`src/rtl/axi_bresp_scheduler.sv`:
```
// Out-of-order AXI write-response scheduler: buffers {id, resp} completion records and releases
// them one at a time on the B channel in LFSR or age order, keeping same-ID responses in arrival order.
module axi_bresp_scheduler #(
    parameter int unsigned DEPTH     = 8,
    parameter int unsigned ID_W      = 2,
    parameter int unsigned THRESH    = 5,
    parameter int unsigned TIMEOUT   = 100,
    parameter logic [15:0] LFSR_SEED = 16'hACE1
) (
    input  logic                   clk,
    input  logic                   rst_n,
    input  logic                   cmp_valid,
    output logic                   cmp_ready,
    input  logic [ID_W-1:0]        cmp_id,
    input  logic [1:0]             cmp_resp,
    input  logic                   cfg_in_order,
    output logic                   bvalid,
    input  logic                   bready,
    output logic [ID_W-1:0]        bid,
    output logic [1:0]             bresp,
    output logic [$clog2(DEPTH):0] count
);
    localparam int unsigned IW = $clog2(DEPTH);
    localparam int unsigned CW = IW + 1;
    localparam int unsigned WW = $clog2(TIMEOUT + 1);
    localparam logic [CW-1:0] DEPTH_C   = CW'(DEPTH);
    localparam logic [CW-1:0] THRESH_C  = CW'(THRESH);
    localparam logic [WW-1:0] TIMEOUT_C = WW'(TIMEOUT);

    logic [DEPTH-1:0]            valid_q, valid_d;
    logic [DEPTH-1:0][DEPTH-1:0] older_q, older_d;   // older_q[j][i]: slot j arrived before slot i
    logic [ID_W-1:0]             id_q   [DEPTH];
    logic [1:0]                  resp_q [DEPTH];
    logic [CW-1:0]               count_q, count_d;
    logic [WW-1:0]               wait_q, wait_d;
    logic                        bvalid_q, bvalid_d;
    logic [ID_W-1:0]             bid_q, bid_d;
    logic [1:0]                  bresp_q, bresp_d;
    logic [15:0]                 lfsr_q, lfsr_d;

    logic [DEPTH-1:0] elig, oldest;
    logic [IW-1:0]    free_idx, ord_sel, rnd_sel, sel, cand;
    logic             rnd_found, free_found;
    logic             ins, fire, load;

    // A slot is eligible when no older valid slot carries the same ID.
    always_comb begin
        for (int i = 0; i < DEPTH; i++) begin
            elig[i] = valid_q[i];
            for (int j = 0; j < DEPTH; j++) begin
                if (valid_q[j] && older_q[j][i] && id_q[j] == id_q[i]) elig[i] = 1'b0;
            end
        end
    end

    always_comb begin
        for (int i = 0; i < DEPTH; i++) begin
            oldest[i] = elig[i];
            for (int k = 0; k < DEPTH; k++) begin
                if (k != i && elig[k] && !older_q[i][k]) oldest[i] = 1'b0;
            end
        end
    end

    // NOTE: every variable gets a default before any conditional write so no latch is inferred.
    always_comb begin
        ord_sel    = '0;
        rnd_sel    = '0;
        rnd_found  = 1'b0;
        free_idx   = '0;
        free_found = 1'b0;
        cand       = '0;
        for (int i = 0; i < DEPTH; i++) begin
            if (oldest[i]) ord_sel = IW'(i);
        end
        for (int o = 0; o < DEPTH; o++) begin
            cand = lfsr_q[IW-1:0] + IW'(o);
            if (!rnd_found && elig[cand]) begin
                rnd_found = 1'b1;
                rnd_sel   = cand;
            end
        end
        for (int i = 0; i < DEPTH; i++) begin
            if (!free_found && !valid_q[i]) begin
                free_found = 1'b1;
                free_idx   = IW'(i);
            end
        end
    end

    assign cmp_ready = (count_q < DEPTH_C);
    assign ins       = cmp_valid && cmp_ready;
    assign fire      = (count_q > THRESH_C) || (count_q != '0 && wait_q == TIMEOUT_C);
    assign load      = fire && (|elig) && (!bvalid_q || bready);
    assign sel       = cfg_in_order ? ord_sel : rnd_sel;

    always_comb begin
        valid_d  = valid_q;
        older_d  = older_q;
        count_d  = count_q;
        wait_d   = wait_q;
        bvalid_d = bvalid_q;
        bid_d    = bid_q;
        bresp_d  = bresp_q;
        lfsr_d   = lfsr_q;
        if (load) begin
            valid_d[sel] = 1'b0;
            older_d[sel] = '0;
            for (int k = 0; k < DEPTH; k++) older_d[k][sel] = 1'b0;
            bvalid_d = 1'b1;
            bid_d    = id_q[sel];
            bresp_d  = resp_q[sel];
            lfsr_d   = {lfsr_q[0] ^ lfsr_q[2] ^ lfsr_q[3] ^ lfsr_q[5], lfsr_q[15:1]};
        end else if (bready) begin
            bvalid_d = 1'b0;
        end
        // The new record is younger than everything still valid after this cycle's load.
        if (ins) begin
            for (int j = 0; j < DEPTH; j++) older_d[j][free_idx] = valid_d[j];
            older_d[free_idx]  = '0;
            valid_d[free_idx]  = 1'b1;
        end
        case ({ins, load})
            2'b10:   count_d = count_q + 1'b1;
            2'b01:   count_d = count_q - 1'b1;
            default: count_d = count_q;
        endcase
        if (load || count_q == '0) wait_d = '0;
        else if (wait_q != TIMEOUT_C) wait_d = wait_q + 1'b1;
    end

    // NOTE: state registers use non-blocking assignments so every register samples pre-edge values.
    always_ff @(posedge clk) begin
        if (!rst_n) begin
            valid_q  <= '0;
            older_q  <= '0;
            count_q  <= '0;
            wait_q   <= '0;
            bvalid_q <= 1'b0;
            bid_q    <= '0;
            bresp_q  <= '0;
            lfsr_q   <= LFSR_SEED;
        end else begin
            valid_q  <= valid_d;
            older_q  <= older_d;
            count_q  <= count_d;
            wait_q   <= wait_d;
            bvalid_q <= bvalid_d;
            bid_q    <= bid_d;
            bresp_q  <= bresp_d;
            lfsr_q   <= lfsr_d;
        end
    end

    // NOTE: payload storage is not reset; valid_q alone decides whether a slot's contents matter.
    always_ff @(posedge clk) begin
        if (ins) begin
            id_q[free_idx]   <= cmp_id;
            resp_q[free_idx] <= cmp_resp;
        end
    end

    assign bvalid = bvalid_q;
    assign bid    = bid_q;
    assign bresp  = bresp_q;
    assign count  = count_q;

endmodule

```
`config.mk`:
```
export PLATFORM = sky130hd
export DESIGN_NAME = axi_bresp_scheduler
export DESIGN_NICKNAME = d
export VERILOG_FILES = /design/src/rtl/axi_bresp_scheduler.sv
export SDC_FILE = /design/constraint.sdc
export NUM_CORES = 1
export LEC_CHECK = 0
export ABC_AREA = 1
export CAP_MARGIN = 10
export CELL_PAD_IN_SITES_DETAIL_PLACEMENT = 0
export CELL_PAD_IN_SITES_GLOBAL_PLACEMENT = 1
export CORE_MARGIN = 8
export CORE_UTILIZATION = 45
export CTS_CLUSTER_SIZE = 40
export DETAILED_ROUTE_END_ITERATION = 8
export PLACE_DENSITY = 0.79
export SLEW_MARGIN = 20
export SYNTH_ARGS = -nofsm -noshare
export SYNTH_HDL_FRONTEND = slang
export SYNTH_SLANG_ARGS = --single-unit
export TNS_END_PERCENT = 30
```
`constraint.sdc`:
```
create_clock -name clk -period 4.5 [get_ports clk]
set_input_delay 0.9 -clock clk [delete_from_list [all_inputs] [get_ports clk]]
set_output_delay 0.9 -clock clk [all_outputs]
set_load 0.02 [all_outputs]
```
==> metrics.cfg <==
[die]
die_w_um = 158.0
num_rows = 52
die_area_um2 = 24950
core_area_um2 = 20040
die_y_um = 158.0
num_io_pins = 19
start_util = 0.4526

[route]
routedWlPerCell_um = 20.22
dr.pass1.iters = 5
drt_iter0_drc = 953
routed_wl_um = 34120
ant_nets = 0
drcViolationCount = 0
num_vias = 9389
via_per_inst = 5.566

[sta]
final_max_slew_viol_count = 0
hold_viol = 0
fin_crit_ns = 4.025
finalCritPeriodShare = 0.8945
finClkSkew_ns = 0.01092
max-slew-margin-rel = 0.4442
setup-tns-final_ns = 0
rsz0062_at_grt = no
worst_slack_ns = 0.4748
fmax_mhz = 248.4
setup_viol = 0
worstMarginPinSlew_ns = 0.8306

[min_path]
worst_hold_path_type = reg -> reg

[power]
total_power_w = 0.003251
ir_drop_mv = 0.2712
p_per_area_nw_per_um2 = 321.4
power.leakage_nw = 4.533

[layout]
n_fill_cell = 2130
drive_above_1_share = 0.1066
antennaDiodeCount = 0
area_growth_pct = 11.50
fin_nets = 1421

[worst_setup_path]
critical_path.max_fanout = 17
critical_path_depth = 23
critical_path.most_common_cell = nand2_1
reg2reg_slack_ns = 0.47
critPathSlowestCell = dfxtp_1
rr_endpoint = older_q[58]$_SDFF_PN0_
crit_end = older_q[58]$_SDFF_PN0_
cp-start-kind = flip-flop
rr_worst_depth = 23
timing.rr.start = valid_q[2]$_SDFF_PN0_
cp_cell_sequence = inv_1 -> nor2_1 -> nand2_1 -> nor2_2 -> nand3_1 -> nand3_1 -> nand3_1 -> nand2_1 -> nor2_1 -> nand4_2 -> nor2_1 -> nor2_1 -> nand2_1 -> nand2_1 -> nand2_1 -> nand2_1 -> nand2_2 -> nor2_4 -> nand2_2 -> nand2_1 -> inv_2 -> nand3_1 -> a21oi_1
slowest_delay_ns = 0.60
crit_path_end_kind = flip-flop
crit_buf_inv = 2
cp_top_family = simple AND/OR/NAND/NOR gates
arrival_ns = 4.33
crit_start = valid_q[2]$_SDFF_PN0_
worstSetupPathType = reg -> reg
crit_required_ns = 4.81

[grt]
grt_remaining_overflow = 0
grt_first_pass_wirelength_um = 51980
antenna_found_initial = 0
grt_max_degree = 32
grt_pass1_vias = 8729
grt_use_total = 0.2803

[clock_network]
cts_tree = built
postCtsHoldBufs = 0
clockRootBuffer = clkbuf_16
path_clk_slew_ns = 0.06
insertion_delay_ns = 0.43
postCtsResizedCells = 0
clock_path_buffers = 2
numCtsBuffers = 17
cts.sinks = 136
cts_setup_buffers = 0
h-tree-depth = 4

[placement]
io_buffers = 18
dpl_worst_slack_ns = 0.6227
dp_hpwl_um = 26160
gp_congestion = 1.003

[yosys]
ys_seq_area_frac = 0.3355
ys_seq_elements = 136
synth_area_leaders = dfxtp_1 23%, nand2_1 20%, edfxtp_1 11%, nand3_1 7.3%, nor2_1 5.4%
synth.yosys.warnings = 0
syn_area_um2 = 9070
netlist_instances = 1395
syn_avg_cell_area_um2 = 6.502
ys_types = 50
syn_nets = 1412
synth_top_area_frac = 0.2295
synthArstFlopShare = 0
synth_ff_type = dfxtp_1
synth_enable_flop_cells = 32
yosysTopAreaCell = dfxtp_1

[run]
maxCapViolCount = 0

[outcome]
status = complete, no violations

==> worst min-delay path by stage <==
stage / start / to / depth (start not counted)
2_1_floorplan: older_q[27]$_SDFF_PN0_ / older_q[27]$_SDFF_PN0_ / 2
3_3_place_gp: older_q[27]$_SDFF_PN0_ / older_q[27]$_SDFF_PN0_ / 2
3_5_place_dp: older_q[63]$_SDFF_PN0_ / older_q[63]$_SDFF_PN0_ / 2
4_1_cts: older_q[63]$_SDFF_PN0_ / older_q[63]$_SDFF_PN0_ / 2
5_1_grt: older_q[63]$_SDFF_PN0_ / older_q[63]$_SDFF_PN0_ / 2
6_report: older_q[63]$_SDFF_PN0_ / older_q[63]$_SDFF_PN0_ / 2
==> cell families after synthesis <==
logic type | synth area share
and+or+nand+nor | 0.4274
buffers and inverters | 0.08994
AOI/OAI and AO/OA | 0.1102
DFF | 0.3355
xor gates and xnor gates | 0.02511
adders and majority gates | 0.01186
==> worst register-to-register path: stages, from the launching register on <==
cell and delay [ns]:
dfxtp_1 0.60, inv_1 0.15, nor2_1 0.36, nand2_1 0.14
nor2_2 0.19, nand3_1 0.16, nand3_1 0.14, nand3_1 0.12
nand2_1 0.15, nor2_1 0.07, nand4_2 0.09, nor2_1 0.05
nor2_1 0.12, nand2_1 0.06, nand2_1 0.08, nand2_1 0.11
nand2_1 0.10, nand2_2 0.29, nor2_4 0.37, nand2_2 0.20
nand2_1 0.12, inv_2 0.06, nand3_1 0.09, a21oi_1 0.08
==> cell usage in the layout, fill, tap and decap left out, types with 3 or more instances in the layout <==
cell type and count:
a211oi_1 7, xnor2_1 23, nor2_4 5, a21oi_1 82, inv_1 99, nand4_1 6
nor3_1 10, nand3_2 9, xor2_1 3, edfxtp_1 32, clkbuf_16 17, bufinv_16 5
nand3_1 132, nor2_2 17, o21ai_1 16, nand2_4 9, nor2_1 130, clkinv_1 5
dfxtp_1 104, nand2_1 482, inv_2 26, nand2_2 15, o21a_1 9, buf_4 27
o22ai_1 16, clkdlybuf4s50_1 18, or2_2 3, o21ai_0 31, nand3b_1 39, o21ai_2 4
ha_1 7
==> synthesized netlist by cell type (4+ instances only) <==
cell	n
o21a_1	9
ha_1	7
nor3_1	10
buf_6	5
a211oi_1	7
nand2_1	482
a21oi_1	83
nand2_2	15
dfxtp_1	104
o21ai_2	4
edfxtp_1	32
nand3_1	132
o21ai_0	31
buf_2	15
nor2_4	5
nand4_1	6
o21ai_1	16
inv_1	99
xnor2_1	23
nor2_1	130
nor2_2	17
nand3_2	9
buf_4	13
o22ai_1	16
clkbuf_1	20
nand3b_1	39
nand2_4	9
inv_2	26
==> layout make-up <==
cell class / count / area, µm² / area share
Sequential cell: 136 / 3043 / 0.3009
Inverter: 130 / 493.0 / 0.04874
Tap cell: 270 / 337.8 / 0.03340
Multi-Input combinational cell: 1074 / 5223 / 0.5164
Timing Repair Buffer: 45 / 382.9 / 0.03786
Clock buffer: 19 / 432.9 / 0.04281
Clock inverter: 13 / 201.4 / 0.01992
==> power by group <==
group	internal (W)	switching (W)
clock	0.000980	0.000547
sequential	0.00128	0.0000402
combinational	0.000123	0.000284
total	0.00238	0.000871
==> state kept, by name, summed over array words and instances (netlist names), 2 cells and up <==
register  cells
valid_q       8
older_q      64
bresp         2
id_q         16
resp_q       16
wait_q        7
count         4
bid           2
lfsr_q       16
==> metal layers <==
layer | track usage | routed length [µm] | vias to the layer above
met5 | 0 | 0 | -
met4 | 0.1024 | 1050 | 0
met3 | 0.06061 | 3061 | 54
met2 | 0.4270 | 14810 | 405
met1 | 0.3825 | 15200 | 4409
li1 | - | - | 4521
==> through the flow <==
stage	cells	cell area, µm²	hold WS, ns	util
4_1_cts	1687	10110	0.4313	0.5047
3_3_place_gp	1655	9479	0.4186	0.4730
5_1_grt	1687	10110	0.4537	0.5047
2_1_floorplan	1395	9070	0.4087	-
6_report	1687	10110	0.4295	0.5047
3_5_place_dp	1655	9479	0.4206	0.4730
Note: power is estimated with default switching activity, not from simulation.
